`src/rtl/control_unit.sv`:
```
// rtl/control_unit.sv - decode-stage control unit with registered ID/EX control word
//
// Ports:
//   clk, rst_n      clock, asynchronous active-low reset
//   mode[1:0]       instruction class (00 dp, 01 mem, 10 branch, 11 reserved)
//   opcode[3:0]     data-processing opcode
//   S               S bit; for memory class 1 = LDR, 0 = STR
//   stall           load a bubble instead of the decoded word
//   S_UpdateSig, branch, exeCMD[3:0], memWriteEn, memReadEn, writeBackEn
//                   registered control outputs
//   illegal         registered undefined-encoding flag
//
// Build option: CU_ILLEGAL_DETECT_EN enables the illegal flag; otherwise it is 0.

module control_unit (
    input  logic       clk,
    input  logic       rst_n,
    input  logic [1:0] mode,
    input  logic [3:0] opcode,
    input  logic       S,
    input  logic       stall,
    output logic       S_UpdateSig,
    output logic       branch,
    output logic [3:0] exeCMD,
    output logic       memWriteEn,
    output logic       memReadEn,
    output logic       writeBackEn,
    output logic       illegal
);

`ifdef CU_ILLEGAL_DETECT_EN
    localparam logic ILLEGAL_EN = 1'b1;
`else
    localparam logic ILLEGAL_EN = 1'b0;
`endif

    logic       d_s_update;
    logic       d_branch;
    logic [3:0] d_exe_cmd;
    logic       d_mem_write;
    logic       d_mem_read;
    logic       d_write_back;
    logic       d_illegal;

    always_comb begin
        d_s_update   = 1'b0;
        d_branch     = 1'b0;
        d_exe_cmd    = 4'b0000;
        d_mem_write  = 1'b0;
        d_mem_read   = 1'b0;
        d_write_back = 1'b0;
        d_illegal    = 1'b0;

        case (mode)
            2'b00: begin
                d_s_update   = S;
                d_write_back = 1'b1;
                case (opcode)
                    4'b1101: d_exe_cmd = 4'b0001;
                    4'b1111: d_exe_cmd = 4'b1001;
                    4'b0100: d_exe_cmd = 4'b0010;
                    4'b0101: d_exe_cmd = 4'b0011;
                    4'b0010: d_exe_cmd = 4'b0100;
                    4'b0110: d_exe_cmd = 4'b0101;
                    4'b0000: d_exe_cmd = 4'b0110;
                    4'b1100: d_exe_cmd = 4'b0111;
                    4'b0001: d_exe_cmd = 4'b1000;
                    // Compare/test only set flags; no register result.
                    4'b1010: begin
                        d_exe_cmd    = 4'b0100;
                        d_s_update   = 1'b1;
                        d_write_back = 1'b0;
                    end
                    4'b1000: begin
                        d_exe_cmd    = 4'b0110;
                        d_s_update   = 1'b1;
                        d_write_back = 1'b0;
                    end
                    default: begin
                        d_s_update   = 1'b0;
                        d_write_back = 1'b0;
                        d_illegal    = 1'b1;
                    end
                endcase
            end
            2'b01: begin
                if (opcode == 4'b0100) begin
                    d_exe_cmd = 4'b0010;
                    if (S) begin
                        d_mem_read   = 1'b1;
                        d_write_back = 1'b1;
                    end else begin
                        d_mem_write  = 1'b1;
                    end
                end else begin
                    d_illegal = 1'b1;
                end
            end
            2'b10: begin
                d_branch = 1'b1;
            end
            default: begin
                d_illegal = 1'b1;
            end
        endcase
    end

    // A stall overrides the decode with an all-zero bubble.
    always_ff @(posedge clk or negedge rst_n) begin
        if (!rst_n) begin
            S_UpdateSig <= 1'b0;
            branch      <= 1'b0;
            exeCMD      <= 4'b0000;
            memWriteEn  <= 1'b0;
            memReadEn   <= 1'b0;
            writeBackEn <= 1'b0;
            illegal     <= 1'b0;
        end else if (stall) begin
            S_UpdateSig <= 1'b0;
            branch      <= 1'b0;
            exeCMD      <= 4'b0000;
            memWriteEn  <= 1'b0;
            memReadEn   <= 1'b0;
            writeBackEn <= 1'b0;
            illegal     <= 1'b0;
        end else begin
            S_UpdateSig <= d_s_update;
            branch      <= d_branch;
            exeCMD      <= d_exe_cmd;
            memWriteEn  <= d_mem_write;
            memReadEn   <= d_mem_read;
            writeBackEn <= d_write_back;
            illegal     <= d_illegal & ILLEGAL_EN;
        end
    end

endmodule

```
`config.mk`:
```
export PLATFORM = sky130hd
export DESIGN_NAME = control_unit
export DESIGN_NICKNAME = d
export VERILOG_FILES = /design/src/rtl/control_unit.sv
export SDC_FILE = /design/constraint.sdc
export NUM_CORES = 1
export LEC_CHECK = 0
export CORE_AREA = 2 2 39 41
export CTS_CLUSTER_SIZE = 30
export DETAILED_ROUTE_END_ITERATION = 10
export DIE_AREA = 0 0 41 43
export GPL_TIMING_DRIVEN = 0
export PLACE_DENSITY = 0.75
export SETUP_SLACK_MARGIN = 0.02
export SYNTH_ARGS = -nofsm -noshare
export SYNTH_HDL_FRONTEND = slang
export SYNTH_SLANG_ARGS = --single-unit
export TNS_END_PERCENT = 50
```
`constraint.sdc`:
```
create_clock -name clk -period 0.8 [get_ports clk]
set_input_delay 0.08 -clock clk [delete_from_list [all_inputs] [get_ports clk]]
set_output_delay 0.08 -clock clk [all_outputs]
set_load 0.01 [all_outputs]
```
==> qor.txt <==
critical path depth: 1
Max-Cap Viols: 0
hold_ws: 109 ps
Yosys top cell area share: 48.6%
RSZ-0062 raised after global routing: yes
VDD IR max: 0.000395 V
Syn Inst Count: 49
via density per instance: 4.85
final net count: 79
CP top delay family: flip-flops
drt total wl: 842 µm
register area share after synthesis: 48.6%
RePlAce Congestion: 0.813
failing checks: setup timing
Die X: 41 µm
Most used DFF post-synth: dfrtp_1
I/O pin cnt: 20
Area growth, synth to finish: 36.5%
pins over their slew limit: 0
antenna violations before repair: 0
vias in the first global route: 343
Final Hold Viols: 0
hold_buf cts: 0
row cnt: 14
Setup Viol. Count Final: 9
H-tree depth: 1
Congestion Overflow GR: 0
Mapped Area: 463 µm²
Setup crit end kind: output pin
GRT Util Overall: 10.4%
startpoint class of the critical path: flop
DRC Markers: 0
CTS Buf Count: 3
CORE AREA: 0.00138 mm²
kind of critical path: reg -> out
period utilisation layout: 103%
GRT busiest layer: met2
die height: 43 µm
ANT nets after route: 0
Clock transition at path regs: 60 ps
Syn Nets: 59
CP endpoint: exeCMD[1]
Crit path buffers/inverters: 1
PwrDens: 1500 mW/mm²
Warnings, synthesis: 0
crit path launch: exeCMD[1]
Synth cell types: 23
DP Area: 633 µm²
# diodes: 0
routed via count: 407
CTS tree: yes
clock sinks: 9
number of flops mapped to enable cells by yosys: 0
GR Layer Usage met2: 18.4%
fin area: 632 µm²
root buffer cell: clkbuf_4
GR Util met1: 10.5%
Mean Syn Cell Area: 9.45 µm²
layout cells sized above 1: 27.9%
Synth Register Bits: 9
first-pass GRT wire length: 1270 µm
Post-synth ARST share: 100%
total leakage power: 0.325 nW
Worst Path Arrival: 750 ps
drt first pass iters: 4
Wirelength per Cell: 10.0 µm
Die ar.: 0.00176 mm²
Crit path largest cell delay: 360 ps
Area contributors post-synth: dfrtp_1 (49%), nand2_1 (5.7%), a211oi_1 (4.9%), and3_1 (4.1%), nor3_4 (3.5%)
DP HPWL: 665 µm
count leader, synth: dfrtp_1
Achievable Freq: 1210 MHz
Worst EP required: 720 ps
worst-case clock buffer depth: 2
PortBufs: 15
PnR worst setup slack: -25.6 ps
largest net degree at the start of global routing: 10
min cycle time layout: 826 ps
Setup TNS Final: -128 ps
Slowest-stage cell, CP: dfrtp_1
leading area contributor after synthesis: dfrtp_1
status: complete, but fails checks
hold crit path type: in -> async
Cell Chain, Critical Path: buf_2
met3 usage: 1.57%
Commonest cells post-synth: dfrtp_1 (9), nand2_1 (7), nor2_1 (4)
Initial Util: 33.5%
1st-iter DRT viols: 9
crit-path max FO: 1
## cells by family after synthesis
| kind of cell | synth area share (%) |
|---|---|
| simple gates | 28.7 |
| compound gates | 13.0 |
| flops | 48.6 |
| buf+inv | 7.03 |
| xor+xnor | 1.89 |
| other cells | 0.810 |
## layout make-up
type	instances	area (µm²)
Buffer	4	28.8
Clock buffer	4	26.3
Fill cell	153	752
Inverter	1	3.75
Multi-Input combinational cell	35	210
Sequential cell	9	225
Tap cell	16	20.0
Timing Repair Buffer	15	118
## report_power, final
part | total [mW] | internal (mW) | switching (mW)
Combinational | 0.153 | 0.0673 | 0.0860
Sequential | 0.468 | 0.466 | 0.00238
Clock | 0.327 | 0.191 | 0.137
Total | 0.949 | 0.724 | 0.225
## worst min-delay path by stage
stage	slack (ps)	endpoint	startpoint
6_report	110	exeCMD[1]	rst_n
2_1_floorplan	-220	S_UpdateSig	rst_n
4_1_cts	110	exeCMD[3]	opcode[3]
3_3_place_gp	370	exeCMD[3]	opcode[3]
5_1_grt	130	exeCMD[3]	opcode[3]
3_5_place_dp	380	exeCMD[3]	opcode[3]
## cells in the final DEF (no fill, tap or decap), drive strengths merged
cell type | Yosys | final
buf | 4 | 13
dfrtp | 9 | 9
nand2 | 7 | 7
dlygate4sd2 | 0 | 5
nor2 | 4 | 4
clkbuf | 0 | 4
and3 | 3 | 3
a21oi | 3 | 3
a211oi | 3 | 3
nor3b | 2 | 2
o21ai | 2 | 2
nor3 | 2 | 2
nor2b | 2 | 2
inv | 1 | 1
xnor2 | 1 | 1
and2 | 1 | 1
or3 | 1 | 1
a31oi | 1 | 1
o22ai | 1 | 1
and3b | 1 | 1
conb | 1 | 1
clkdlybuf4s50 | 0 | 1
## registers in the layout, indices dropped and copies added, names as in the netlist
| register | flops |
|---|---|
| branch | 1 |
| writeBackEn | 1 |
| S_UpdateSig | 1 |
| memWriteEn | 1 |
| memReadEn | 1 |
| exeCMD | 4 |
## stage by stage
step / util (%) / cells / setup WS (ps) / power (mW)
floorplan: - / 49 / 62.7 / 0.560
global placement: 45.8 / 80 / -483 / 0.641
detailed placement: 45.8 / 80 / -488 / 0.645
CTS: 43.9 / 84 / -38.7 / 0.957
global route: 45.7 / 84 / -56.5 / 0.992
finish: 45.7 / 84 / -25.6 / 0.949
## metal layers
layer | up-vias | routed length (µm) | part of all wire [%]
met5 | - | 0 | 0
met4 | 0 | 0 | 0
met3 | 0 | 72 | 8.6
met2 | 12 | 448 | 53
met1 | 193 | 321 | 38
li1 | 202 | - | -
## what timing repair did
item | 4_1_cts | 5_1_grt
pin swaps | 1 | 1
resized for setup | 41 | 4
setup buffers | 0 | 0
setup endpoints to repair | 17 | 15
endpoints found under the hold margin | 0 | 0
cloned | 0 | 0
Note: power is estimated with default switching activity, not from simulation.
